$ cat src/rtl/uart_rx_if.sv
// Receive-side output bundle of uart_rx: received byte plus its status pulses.
interface uart_rx_if;
   logic [7:0] dout_o;
   logic       rx_done_tick_o;
   logic       frame_err_o;

   modport master (
      output dout_o,
      output rx_done_tick_o,
      output frame_err_o
   );

   modport slave (
      input dout_o,
      input rx_done_tick_o,
      input frame_err_o
   );
endinterface

$ cat src/rtl/uart_rx.sv
// 8N1 asynchronous serial receiver with mid-bit sampling.
// Optional feature macro: UART_RX_FRAME_ERR_EN (stop-bit check and frame_err_o pulse).
module uart_rx #(
   parameter int unsigned CLOCK_FREQ = 50_000_000,
   parameter int unsigned BAUD_RATE  = 115_200
) (
   input  logic      clk,
   input  logic      rst_i,
   input  logic      rx_i,
   uart_rx_if.master bus
);

   localparam int unsigned BitTicks  = CLOCK_FREQ / BAUD_RATE;
   localparam int unsigned HalfTicks = BitTicks / 2;
   localparam int unsigned CntW      = $clog2(BitTicks);
   localparam logic [CntW-1:0] BitLast  = CntW'(BitTicks - 1);
   localparam logic [CntW-1:0] HalfLast = CntW'(HalfTicks - 1);

   typedef enum logic [1:0] {StIdle, StStart, StData, StStop} state_e;

   state_e          state_q, state_d;
   logic [1:0]      sync_q;
   logic [CntW-1:0] cnt_q, cnt_d;
   logic [2:0]      idx_q, idx_d;
   logic [7:0]      sreg_q, sreg_d;
   logic [7:0]      dout_q, dout_d;
   logic            done_q, done_d;
   logic            seen_q, seen_d;
   logic            rxs;

   assign rxs = sync_q[1];

   // Two-flop synchronizer for the asynchronous line; idles high.
   always_ff @(posedge clk) begin
      if (rst_i) begin
         sync_q <= 2'b11;
      end else begin
         sync_q <= {sync_q[0], rx_i};
      end
   end

`ifdef UART_RX_FRAME_ERR_EN
   logic ferr_q, ferr_d;

   // Registered framing-error pulse.
   always_ff @(posedge clk) begin
      if (rst_i) begin
         ferr_q <= 1'b0;
      end else begin
         ferr_q <= ferr_d;
      end
   end

   assign bus.frame_err_o = ferr_q;
`else
   assign bus.frame_err_o = 1'b0;
`endif

   // FSM state, bit counter, shift register and output registers.
   always_ff @(posedge clk) begin
      if (rst_i) begin
         state_q <= StIdle;
         cnt_q   <= '0;
         idx_q   <= '0;
         sreg_q  <= '0;
         dout_q  <= '0;
         done_q  <= 1'b0;
         seen_q  <= 1'b1;
      end else begin
         state_q <= state_d;
         cnt_q   <= cnt_d;
         idx_q   <= idx_d;
         sreg_q  <= sreg_d;
         dout_q  <= dout_d;
         done_q  <= done_d;
         seen_q  <= seen_d;
      end
   end

   // Next-state logic; the counter is cleared whenever a sample point is reached.
   always_comb begin
      state_d = state_q;
      cnt_d   = cnt_q + 1'b1;
      idx_d   = idx_q;
      sreg_d  = sreg_q;
      dout_d  = dout_q;
      done_d  = 1'b0;
      seen_d  = seen_q;
`ifdef UART_RX_FRAME_ERR_EN
      ferr_d  = 1'b0;
`endif
      unique case (state_q)
         StIdle: begin
            cnt_d = '0;
            // A held-low line after a stop sample must go high before a new start counts.
            if (rxs) begin
               seen_d = 1'b1;
            end else if (seen_q) begin
               state_d = StStart;
            end
         end
         StStart: begin
            if (cnt_q == HalfLast) begin
               cnt_d = '0;
               if (rxs) begin
                  state_d = StIdle;
               end else begin
                  state_d = StData;
                  idx_d   = '0;
               end
            end
         end
         StData: begin
            if (cnt_q == BitLast) begin
               cnt_d  = '0;
               sreg_d = {rxs, sreg_q[7:1]};
               idx_d  = idx_q + 3'd1;
               if (idx_q == 3'd7) begin
                  state_d = StStop;
               end
            end
         end
         StStop: begin
            if (cnt_q == BitLast) begin
               cnt_d   = '0;
               state_d = StIdle;
               seen_d  = rxs;
`ifdef UART_RX_FRAME_ERR_EN
               if (rxs) begin
                  dout_d = sreg_q;
                  done_d = 1'b1;
               end else begin
                  ferr_d = 1'b1;
               end
`else
               dout_d = sreg_q;
               done_d = 1'b1;
`endif
            end
         end
         default: begin
            state_d = StIdle;
            cnt_d   = '0;
         end
      endcase
   end

   assign bus.dout_o         = dout_q;
   assign bus.rx_done_tick_o = done_q;

endmodule

$ cat src/flat_wrapper.sv
// flat-port wrapper written by rule: the top's interface ports become plain ports
module uart_rx_flat 
#(
   parameter int unsigned CLOCK_FREQ = 50_000_000,
   parameter int unsigned BAUD_RATE  = 115_200
)
  (clk, rst_i, rx_i, bus_dout_o, bus_rx_done_tick_o, bus_frame_err_o);
  uart_rx_if bus_i ();
  input  logic clk;
  input  logic rst_i;
  input  logic rx_i;
  output wire logic [$bits(bus_i.dout_o)-1:0] bus_dout_o;
  output wire logic [$bits(bus_i.rx_done_tick_o)-1:0] bus_rx_done_tick_o;
  output wire logic [$bits(bus_i.frame_err_o)-1:0] bus_frame_err_o;
  assign bus_dout_o = bus_i.dout_o;
  assign bus_rx_done_tick_o = bus_i.rx_done_tick_o;
  assign bus_frame_err_o = bus_i.frame_err_o;
  uart_rx #(.CLOCK_FREQ(CLOCK_FREQ), .BAUD_RATE(BAUD_RATE)) u_core (.clk(clk), .rst_i(rst_i), .rx_i(rx_i), .bus(bus_i));
endmodule
$ cat config.mk
export PLATFORM = sky130hd
export DESIGN_NAME = uart_rx_flat
export DESIGN_NICKNAME = d
export VERILOG_FILES = /design/src/rtl/uart_rx_if.sv /design/src/rtl/uart_rx.sv /design/src/flat_wrapper.sv
export SDC_FILE = /design/constraint.sdc
export NUM_CORES = 1
export LEC_CHECK = 0
export ABC_AREA = 1
export ABC_CLOCK_PERIOD_IN_PS = 2100
export CAP_MARGIN = 30
export CORE_MARGIN = 2
export CORE_UTILIZATION = 35
export CTS_CLUSTER_DIAMETER = 100
export DETAILED_ROUTE_END_ITERATION = 16
export GPL_TIMING_DRIVEN = 0
export PLACE_DENSITY = 0.56
export SYNTH_ARGS = -nofsm -noshare
export SYNTH_HDL_FRONTEND = slang
export SYNTH_SLANG_ARGS = --single-unit
$ cat constraint.sdc
create_clock -name clk -period 2.1 [get_ports clk]
set_input_delay 0.42 -clock clk [delete_from_list [all_inputs] [get_ports clk]]
set_output_delay 0.42 -clock clk [all_outputs]
set_load 0.05 [all_outputs]
==> impl_metrics.py <==
metrics = {
    "outcome": {
        "run_status": "complete, no violations",
    },
    "drt": {
        "route.detailed.vias_per_inst": 4.49,
        "drcViolationCount": 0,
        "wl_per_cell_um": 10.2,
        "dr.pass1.iters": 4,
        "antenna_violating_nets_remaining": 0,
        "route.vias.total": 1155,
        "postRouteWirelength_mm": 2.62,
        "initialDrtViolationCount": 64,
    },
    "job": {
        "max-cap-violations": 0,
    },
    "floorplanning": {
        "dieHeight_um": 68.3,
        "core_area_um2": 4000,
        "floorplan.rows": 23,
        "floorplan.die.width_um": 68.3,
        "initial_utilization_pct": 36.2,
        "die_area_um2": 4670,
        "boundaryPins": 13,
    },
    "clock_network": {
        "clk_slew_on_worst_s_h_paths_ns": 0.07,
        "clock-sinks": 34,
        "cts_tree": "built",
        "postCtsSetupRepairBufs": 0,
        "cts-buffers-inserted": 5,
        "worst_skew_pair.late_latency_ns": 0.28,
        "postCtsHoldBufs": 0,
        "cts_max_path_buffers": 2,
        "cts_root_buf": "clkbuf_8",
        "htree_num_levels": 2,
        "post_cts_resize_count": 0,
    },
    "synthesis": {
        "postSynthAreaPerCell_um2": 7.67,
        "net_count_after_synthesis": 197,
        "ys_seq_area_share_pct": 47.0,
        "yosys_register_bits": 34,
        "synthesis.yosys.warnings": 0,
        "ys_top_cells_by_area": "dfxtp_1 47%, nor2_1 9.8%, nand2_1 9.6%",
        "synth_cell_types": 27,
        "synth_top_cell_area_share_pct": 47.0,
        "netlist_area_um2": 1450,
        "post-synth-top-area-cell": "dfxtp_1",
        "cells_after_synth": 189,
    },
    "global_route": {
        "grt_max_degree": 11,
        "grt_antenna_before_repair": 0,
        "gr-total-overflow": 0,
        "grtUsageMet3_pct": 4.44,
        "global_routing_met1_resource_utilization_pct": 19.0,
        "grt.met2_usage_pct": 18.0,
        "grtUsageTotal_pct": 13.8,
        "grt_first_pass_wirelength_mm": 4.49,
        "grt_pass1_vias": 994,
        "gr-max-usage-layer": "met1",
    },
    "power": {
        "powerDensity_nw_per_um2": 771,
        "vdd_drop_max_v": 0.000511,
        "power.leakage_nw": 0.703,
    },
    "timing": {
        "setup_violations": 0,
        "worst_slew_margin_relative_to_its_limit_pct": 64.0,
        "fin_skew_ns": 0.00523,
        "worstMarginPinSlew_ns": 0.540,
        "layout_worst_path_cycle_share_pct": 87.8,
        "hold-worst-slack_ns": 0.411,
        "final_critical_path_time_including_i_o_delays_and_setup_ns": 1.84,
        "timing.setup.tns_ns": 0,
        "rsz_0062_raised_after_global_routing": "false",
        "clock.fmax_ghz": 0.543,
        "finalMaxSlewViolations": 0,
        "report.final.hold_viol_count": 0,
    },
    "setup_path": {
        "critical_path.max_stage_delay_ns": 0.81,
        "critical-path-top-delay-family": "buffers and inverters",
        "timing.critical_path.arrival_ns": 1.42,
        "setup.worst_path.class": "flop to primary output",
        "worst-path-max-fanout": 2,
        "slowest_stage": "clkdlybuf4s50_1",
        "required_ns": 1.68,
        "setup.worst_path.start_class": "flop",
        "path_cells": "clkdlybuf4s50_1",
        "path_buf_inv": 1,
        "setup.worst_path.end_class": "primary output",
    },
    "placement": {
        "routabilityCongestion": 0.785,
        "io_buffer_count": 11,
        "placed_cells_incl_taps": 250,
        "hpwl_mm": 1.92,
    },
    "finish": {
        "nNetsFinal": 215,
        "finish.cell_count_without_fillers": 257,
        "antenna_cells_inserted": 0,
        "post_route_cells_drive_above_1_share_pct": 13.0,
        "area_growth_syn_to_layout_pct": 19.7,
    },
    "min_path": {
        "min_path_type": "flop to flop",
    },
}
==> path summary, 6_finish.rpt <==
kind                        start               end  slack (ns)  cells after the start
max          u_core.bus.dout_o[3]     bus_dout_o[3]        0.26                      1
min              u_core.sync_q[0]  u_core.sync_q[1]        0.41                      1
max reg2reg       u_core.cnt_q[1]  u_core.sreg_q[5]        0.59                     11
min reg2reg      u_core.sync_q[0]  u_core.sync_q[1]        0.41                      1
==> cell type report <==
class	count	area [um2]
Tap cell	50	62.6
Clock inverter	1	30.0
Sequential cell	34	681
Inverter	19	71.3
Timing Repair Buffer	11	110
Multi-Input combinational cell	131	663
Buffer	5	33.8
Clock buffer	6	82.6
Fill cell	427	2270
==> power by group <==
group	total (mW)	internal [mW]	switching (mW)
Clock	0.601	0.379	0.222
Sequential	0.666	0.653	0.0121
Combinational	0.0709	0.0243	0.0466
==> cells by family after synthesis <==
family | count (synthesis) | synth area share [%]
AOI/OAI and AO/OA | 29 | 11.5
xor gates and xnor gates | 4 | 2.42
adders and majority gates | 5 | 4.32
buffers and inverters | 24 | 7.25
DFF | 34 | 47.0
other | 1 | 0.259
and+or+nand+nor | 92 | 27.3
==> per-layer routing <==
layer | part of all wire [%] | wire length, um
met2 | 42 | 1090
met1 | 52 | 1350
met5 | 0 | 0
met3 | 3.3 | 87
met4 | 3.2 | 83
==> sequential cells by signal (all words and copies together) (netlist names), named ones only <==
register and cells:
u_core.bus.dout_o 8, u_core.bus.rx_done_tick_o 1, u_core.cnt_q 9, u_core.idx_q 3, u_core.seen_q 1, u_core.sreg_q 8
u_core.state_q 1, u_core.sync_q 2
==> placed cells by master (no fill, tap or decap) <==
master	count
o211ai_1	1
nor2_1	38
nor3_1	1
a21oi_1	8
nor3_2	1
or2_2	2
bufinv_16	1
a21oi_2	4
o21ai_0	12
nand4_1	3
buf_6	1
o21ai_1	2
a31oi_1	1
buf_4	2
clkbuf_8	6
conb_1	1
xor2_1	2
inv_2	4
nand2_4	1
clkdlybuf4s50_1	11
nand3_1	4
nand2_1	37
xnor2_1	2
inv_1	15
clkbuf_1	2
ha_1	5
nor2_4	1
o31ai_1	1
dfxtp_1	34
nand2_2	4
==> synthesized netlist by cell type (all sizes together) <==
cell type	n
nand2	42
nor2	39
dfxtp	34
inv	19
o21ai	14
a21oi	12
ha	5
nand3	4
buf	3
nand4	3
clkbuf	2
nor3	2
or2	2
xnor2	2
xor2	2
a31oi	1
conb	1
o211ai	1
o31ai	1
==> metrics by stage <==
| step | setup slack, ns | total power [mW] | utilization [%] | instance area [um2] |
|---|---|---|---|---|
| 6_report | 0.257 | 1.34 | 43.4 | 1730 |
| 5_1_grt | 0.210 | 1.40 | 43.4 | 1730 |
| 4_1_cts | 0.244 | 1.36 | 43.4 | 1730 |
| 3_5_place_dp | 0.245 | 0.753 | 40.5 | 1620 |
| 3_3_place_gp | 0.308 | 0.752 | 40.5 | 1620 |
| 2_1_floorplan | 0.787 | 0.732 | - | 1450 |
Note: power is estimated with default switching activity, not from simulation.
